File: src/rtl/sn_pkg.sv
// Shared definitions for the stochastic-number stream decoder: FSM state
// encoding, default window size and the unipolar-to-bipolar conversion.
package sn_pkg;

  localparam int SN_MAX_LOG2_LEN = 8;

  // Wide enough for any window exponent a 4-bit win_log2 can express.
  localparam int SN_WIDE_CNT_W = 17;
  localparam int SN_WIDE_BIP_W = 18;

  typedef enum logic [1:0] {
    SN_IDLE = 2'd0,
    SN_RUN  = 2'd1,
    SN_DONE = 2'd2
  } sn_state_e;

  // Plain constants so the FSM register stays a simple logic vector.
  localparam logic [1:0] ST_IDLE = 2'd0;
  localparam logic [1:0] ST_RUN  = 2'd1;
  localparam logic [1:0] ST_DONE = 2'd2;

  // Bipolar value of a window: 2*count - 2^L, computed exactly in a wide
  // signed result; callers size-cast down to their own output width.
  function automatic logic signed [SN_WIDE_BIP_W-1:0] sn_bipolar(
    input logic [SN_WIDE_CNT_W-1:0] count,
    input logic [3:0]               log2
  );
    logic [SN_WIDE_BIP_W-1:0] w_twice;
    logic [SN_WIDE_BIP_W-1:0] w_len;
    w_twice = {count, 1'b0};
    w_len   = {{(SN_WIDE_BIP_W-1){1'b0}}, 1'b1} << log2;
    return $signed(w_twice - w_len);
  endfunction

endpackage

File: src/rtl/sn_window_counter.sv
// Window accumulator: counts accepted bits and ones, latches the window
// exponent on the first bit of each window and flags the completing bit.
module sn_window_counter
  import sn_pkg::*;
#(
  parameter int MAX_LOG2_LEN = SN_MAX_LOG2_LEN,
  parameter int CNT_W        = MAX_LOG2_LEN + 1
) (
  input  logic             clk,
  input  logic             rst_n,
  input  logic             i_clear,
  input  logic             i_accept,
  input  logic             i_bit,
  input  logic [3:0]       i_win_log2,
  output logic             o_complete,
  output logic [CNT_W-1:0] o_ones_next,
  output logic [3:0]       o_log2,
  output logic             o_busy
);

  localparam logic [3:0] MAX_L = 4'(MAX_LOG2_LEN);
  localparam logic [MAX_LOG2_LEN-1:0] IDX_ALL_ONES = '1;

  logic [MAX_LOG2_LEN-1:0] r_bit_idx;
  logic [CNT_W-1:0]        r_ones;
  logic [3:0]              r_log2;

  logic [3:0]              w_req_log2;
  logic [3:0]              w_log2;
  logic [MAX_LOG2_LEN-1:0] w_last_idx;
  logic                    w_first;

  // On the first bit of a window the live (clamped) request is used so an
  // L=0 window can complete on that same bit; afterwards the latched copy.
  always_comb begin
    w_req_log2  = (i_win_log2 > MAX_L) ? MAX_L : i_win_log2;
    w_first     = (r_bit_idx == '0);
    w_log2      = w_first ? w_req_log2 : r_log2;
    w_last_idx  = IDX_ALL_ONES >> (MAX_L - w_log2);
    o_complete  = i_accept && (r_bit_idx == w_last_idx);
    o_ones_next = r_ones + CNT_W'(i_bit);
    o_log2      = w_log2;
    o_busy      = !w_first;
  end

  // Accumulate accepted bits; wrap to zero on the completing bit so the
  // next accepted bit opens a new window with no gap.
  always_ff @(posedge clk or negedge rst_n) begin
    if (!rst_n) begin
      r_bit_idx <= '0;
      r_ones    <= '0;
      r_log2    <= '0;
    end else if (i_clear) begin
      r_bit_idx <= '0;
      r_ones    <= '0;
      r_log2    <= '0;
    end else if (i_accept) begin
      if (o_complete) begin
        r_bit_idx <= '0;
        r_ones    <= '0;
      end else begin
        r_bit_idx <= r_bit_idx + 1'b1;
        r_ones    <= o_ones_next;
      end
      if (w_first) begin
        r_log2 <= w_req_log2;
      end
    end
  end

endmodule

File: src/rtl/sn_stream_decoder.sv
// Stochastic bitstream to binary converter: run/pause/one-shot control and
// a valid/ready output register around the window counter.
module sn_stream_decoder
  import sn_pkg::*;
#(
  parameter int MAX_LOG2_LEN = SN_MAX_LOG2_LEN,
  parameter int CNT_W        = MAX_LOG2_LEN + 1
) (
  input  logic             clk,
  input  logic             rst_n,
  input  logic             en,
  input  logic             clear,
  input  logic             oneshot,
  input  logic [3:0]       win_log2,
  input  logic             sn_valid,
  input  logic             sn_bit,
  input  logic             out_ready,
  output logic             out_valid,
  output logic [CNT_W-1:0] out_count,
  output logic [CNT_W:0]   out_bipolar,
  output logic [3:0]       out_log2,
  output logic             busy,
  output logic             overrun
);

  localparam int BIP_W = CNT_W + 1;

  logic [1:0]       r_state;
  logic             r_valid;
  logic [CNT_W-1:0] r_count;
  logic [CNT_W:0]   r_bipolar;
  logic [3:0]       r_log2;
  logic             r_overrun;

  logic             w_accept;
  logic             w_complete;
  logic [CNT_W-1:0] w_ones_next;
  logic [3:0]       w_log2;
  logic             w_busy;

  assign w_accept = en && sn_valid && (r_state == ST_RUN) && !clear;

  sn_window_counter #(
    .MAX_LOG2_LEN (MAX_LOG2_LEN),
    .CNT_W        (CNT_W)
  ) u_window (
    .clk         (clk),
    .rst_n       (rst_n),
    .i_clear     (clear),
    .i_accept    (w_accept),
    .i_bit       (sn_bit),
    .i_win_log2  (win_log2),
    .o_complete  (w_complete),
    .o_ones_next (w_ones_next),
    .o_log2      (w_log2),
    .o_busy      (w_busy)
  );

  // Run control: en pauses without losing the window; a one-shot result
  // parks the decoder in DONE until clear.
  always_ff @(posedge clk or negedge rst_n) begin
    if (!rst_n) begin
      r_state <= ST_IDLE;
    end else if (clear) begin
      r_state <= ST_IDLE;
    end else begin
      case (r_state)
        ST_IDLE: if (en) r_state <= ST_RUN;
        ST_RUN: begin
          if (!en) begin
            r_state <= ST_IDLE;
          end else if (w_complete && oneshot) begin
            r_state <= ST_DONE;
          end
        end
        ST_DONE: r_state <= ST_DONE;
        default: r_state <= ST_IDLE;
      endcase
    end
  end

  // Output register: a new result always wins over the handshake; losing
  // an unconsumed result sets the sticky overrun flag.
  always_ff @(posedge clk or negedge rst_n) begin
    if (!rst_n) begin
      r_valid   <= 1'b0;
      r_count   <= '0;
      r_bipolar <= '0;
      r_log2    <= '0;
      r_overrun <= 1'b0;
    end else if (clear) begin
      r_valid   <= 1'b0;
      r_count   <= '0;
      r_bipolar <= '0;
      r_log2    <= '0;
      r_overrun <= 1'b0;
    end else if (w_complete) begin
      r_valid   <= 1'b1;
      r_count   <= w_ones_next;
      r_bipolar <= BIP_W'(sn_bipolar({{(SN_WIDE_CNT_W-CNT_W){1'b0}}, w_ones_next}, w_log2));
      r_log2    <= w_log2;
      if (r_valid && !out_ready) begin
        r_overrun <= 1'b1;
      end
    end else if (r_valid && out_ready) begin
      r_valid <= 1'b0;
    end
  end

  assign out_valid   = r_valid;
  assign out_count   = r_count;
  assign out_bipolar = r_bipolar;
  assign out_log2    = r_log2;
  assign busy        = w_busy;
  assign overrun     = r_overrun;

endmodule

File: config.mk
export PLATFORM = sky130hd
export DESIGN_NAME = sn_stream_decoder
export DESIGN_NICKNAME = d
export VERILOG_FILES = /design/src/rtl/sn_pkg.sv /design/src/rtl/sn_window_counter.sv /design/src/rtl/sn_stream_decoder.sv
export SDC_FILE = /design/constraint.sdc
export NUM_CORES = 1
export LEC_CHECK = 0
export BUFFER_PORTS_ARGS = -buffer_cell sky130_fd_sc_hd__buf_2
export CORE_AREA = 5 5 79 81
export DETAILED_ROUTE_END_ITERATION = 8
export DIE_AREA = 0 0 84 86
export PLACE_DENSITY_LB_ADDON = 0.1
export SLEW_MARGIN = 20
export SYNTH_ARGS = -nofsm -noshare
export SYNTH_HDL_FRONTEND = slang
export SYNTH_SLANG_ARGS = --single-unit
File: constraint.sdc
create_clock -name clk -period 4.85 [get_ports clk]
set_clock_uncertainty 0.2 [all_clocks]
set_input_delay 0.97 -clock clk [delete_from_list [all_inputs] [get_ports clk]]
set_output_delay 0.97 -clock clk [all_outputs]
set_load 0.02 [all_outputs]
==> results_dict.tcl <==
set metrics [dict create \
    drt-vias-per-instance 5.57 \
    crit_required_ns 4.84 \
    cts_hold_buf 0 \
    numCtsBuffers 5 \
    cts_max_path_buffers 2 \
    cpMostUsedCell "ha_1" \
    cap_violations 0 \
    relSlewSlack 0.528 \
    start_util 0.549 \
    path_buf_inv 3 \
    clock_sinks 48 \
    clkLatencyLatePin_ns 0.30 \
    crit_start "u_window.r_bit_idx[0]" \
    final_cell_area_sq_mm 0.00331 \
    track_usage 0.190 \
    die_h_um 86 \
    first_pass_iters 4 \
    drive_above_1_share 0.160 \
    crit_path_end_kind "flip-flop" \
    achievable-frequency_ghz 0.232 \
    area_growth_pct 11.5 \
    final_common_cell "dfrtp_1" \
    period_needed_ns 4.30 \
    root_buffer "clkbuf_8" \
    place_area_sq_mm 0.00320 \
    p_per_area_mw_per_mm2 232 \
    grt_pass1_vias 2310 \
    syn_area_sq_mm 0.00297 \
    wl_per_cell_um 15.0 \
    cp-start-kind "flip-flop" \
    avgSynthCellArea_sq_um 8.83 \
    reg2reg_to "out_bipolar[7]" \
    synth_cell_types 46 \
    finalCritPeriodShare 0.887 \
    drc_errors 0 \
    synth_edf_count 0 \
    grt_start_max_net_pins 49 \
    ys_seq_area_frac 0.405 \
    dp_hpwl_um 4830 \
    ff2ff_setup_slack_ns 0.55 \
    cts_tree "done" \
    hp-class "flip-flop to flip-flop" \
    core_sq_mm 0.00541 \
    syn_inst 336 \
    postSynth.asyncResetShare 1.00 \
    h-tree-depth 2 \
    syn_nets 369 \
    worstSetupEndpoint "out_bipolar[7]" \
    status "completed" \
    clkTransAtPathRegs_ns 0.09 \
    r2r_cells 15 \
    dr_total_vias 2452 \
    final_nets 400 \
    max_stage_delay_ns 0.43 \
    leakagePower_uw 0.00165 \
    grt_pass1_wl_um 11200 \
    nFillCells 492 \
    drt_iter0_drc 127 \
    hold_violations 0 \
    portBuffers 37 \
    arrival_ns 4.29 \
    vdd_drop_max_mv 0.162 \
    layout_common_cells "dfrtp_1, buf_2, nand2_1" \
    setup_tns_ns 0 \
    synth_flop_cell "dfrtp_1" \
    ys_ff_latch 48 \
    n_antenna_cell 0 \
    hold_slack_ns 0.309 \
    drv_slew 0 \
    rsz0062_at_grt "no" \
    r2r_start "u_window.r_bit_idx[0]" \
    yosysWarnings 0 \
    drt_wl_total_um 6580 \
    antenna_found_initial 0 \
    io_pins 38 \
    grt-ovfl-total 0 \
    path_delay_family "compound AO/OA/AOI/OAI gates" \
    routabilityCongestion 0.828 \
    die_area_sq_mm 0.00722 \
    worst-path-max-fanout 41 \
    antenna_left 0 \
    row_count 27 \
    crit_chain "inv_1 -> ha_1 -> nor4b_2 -> nand2_1 -> nor3b_1 -> a21oi_1 -> ha_1 -> ha_1 -> inv_1 -> a2111oi_0 -> o21a_1 -> o211ai_1 -> or2_1 -> buf_4 -> o41ai_1" \
    worst_pin_slew_ns 0.705 \
    path_depth 15 \
    setup_viol 0 \
    cp_slowest_cell "dfrtp_1" \
    critPathKind "flip-flop to flip-flop" \
    die-width_um 84 \
]
## Yosys cell counts, types with 2 or more instances
| master | count | share of area |
|---|---|---|
| a31o_2 | 3 | 0.0089 |
| ha_1 | 20 | 0.084 |
| clkbuf_1 | 12 | 0.015 |
| a31oi_1 | 3 | 0.0063 |
| and3_1 | 9 | 0.019 |
| a211oi_1 | 5 | 0.013 |
| nor3b_1 | 4 | 0.010 |
| nor4b_1 | 2 | 0.0059 |
| o31a_1 | 2 | 0.0059 |
| xor2_1 | 14 | 0.041 |
| a21oi_1 | 18 | 0.030 |
| xnor2_1 | 11 | 0.032 |
| nand3_1 | 31 | 0.052 |
| nor2_1 | 24 | 0.030 |
| a22oi_1 | 6 | 0.015 |
| nand4_1 | 2 | 0.0042 |
| nand2_1 | 35 | 0.044 |
| or3_1 | 3 | 0.0063 |
| nor3_1 | 9 | 0.015 |
| buf_2 | 5 | 0.0084 |
| o21ai_0 | 23 | 0.039 |
| dfrtp_1 | 48 | 0.40 |
| and2_1 | 2 | 0.0042 |
| inv_1 | 17 | 0.022 |
| o21bai_1 | 2 | 0.0051 |
| nor4_1 | 4 | 0.0084 |
| nor2b_1 | 3 | 0.0063 |
## sequential cells by signal, summed over array words and instances (netlist names)
signal / count
out_valid: 1
out_bipolar: 10
u_window.r_ones: 9
u_window.r_log2: 4
u_window.r_bit_idx: 8
out_log2: 4
out_count: 9
r_state: 2
overrun: 1
## logic make-up (layout without fill, tap and decap cells)
kind of cell	Yosys count	count (layout)	share of synthesized area
buffers and inverters	37	69	0.0514
muxes	1	1	0.00380
AOI/OAI and AO/OA	72	72	0.156
and+or+nand+nor	132	132	0.219
DFF	48	48	0.405
adders and majority gates	21	21	0.0911
xor gates and xnor gates	25	25	0.0738
## how the worst min path moves through the flow
stage | cells past startpoint | startpoint | slack [ns] | to
5_1_grt | 2 | out_bipolar[8] | 0.34 | out_bipolar[8]
3_3_place_gp | 2 | overrun | 0.28 | overrun
4_1_cts | 2 | overrun | 0.32 | overrun
3_5_place_dp | 2 | overrun | 0.29 | overrun
2_1_floorplan | 2 | u_window.r_ones[0] | 0.30 | u_window.r_ones[0]
6_report | 2 | out_bipolar[4] | 0.31 | out_bipolar[4]
## layout make-up
cell class                      count  area [sq um]  area share
Clock inverter                      2          15.0     0.00454
Inverter                           18          67.6      0.0204
Clock buffer                        6          82.6      0.0250
Tap cell                           72          90.1      0.0272
Sequential cell                    48          1200       0.363
Multi-Input combinational cell    251          1620       0.489
Timing Repair Buffer               43           233      0.0703
## worst min-delay path, cell delays in order, from the launching register on
cell,delay (ns)
dfrtp_1,0.35
nand3_1,0.06
o21ai_0,0.06
## through the flow
step	util	setup WS [ns]	power, uW	cells
after floorplan	-	0.827	489	336
after detailed placement	0.592	0.445	522	432
after CTS	0.610	0.405	778	440
after global routing	0.612	0.169	809	440
after global placement	0.592	0.551	521	432
final	0.612	0.547	768	440
## routing by layer
| layer | global-route usage | routed length, um |
|---|---|---|
| met1 | 0.265 | 3210 |
| met2 | 0.307 | 3060 |
| met3 | 0.0365 | 254 |
| met4 | 0.0395 | 55 |
| met5 | 0 | 0 |
## report_power, final
group | leakage (uW) | total (uW) | internal (uW) | switching [uW]
Clock | 0.0000434 | 253 | 116 | 138
Sequential | 0.000668 | 406 | 403 | 3.52
Combinational | 0.000933 | 108 | 42.3 | 65.8
## timing repair
action,in CTS,in global routing
setup endpoints to repair,0,1
buffers inserted,0,0
resized for setup,0,1
(Power assumes the default switching activity.)
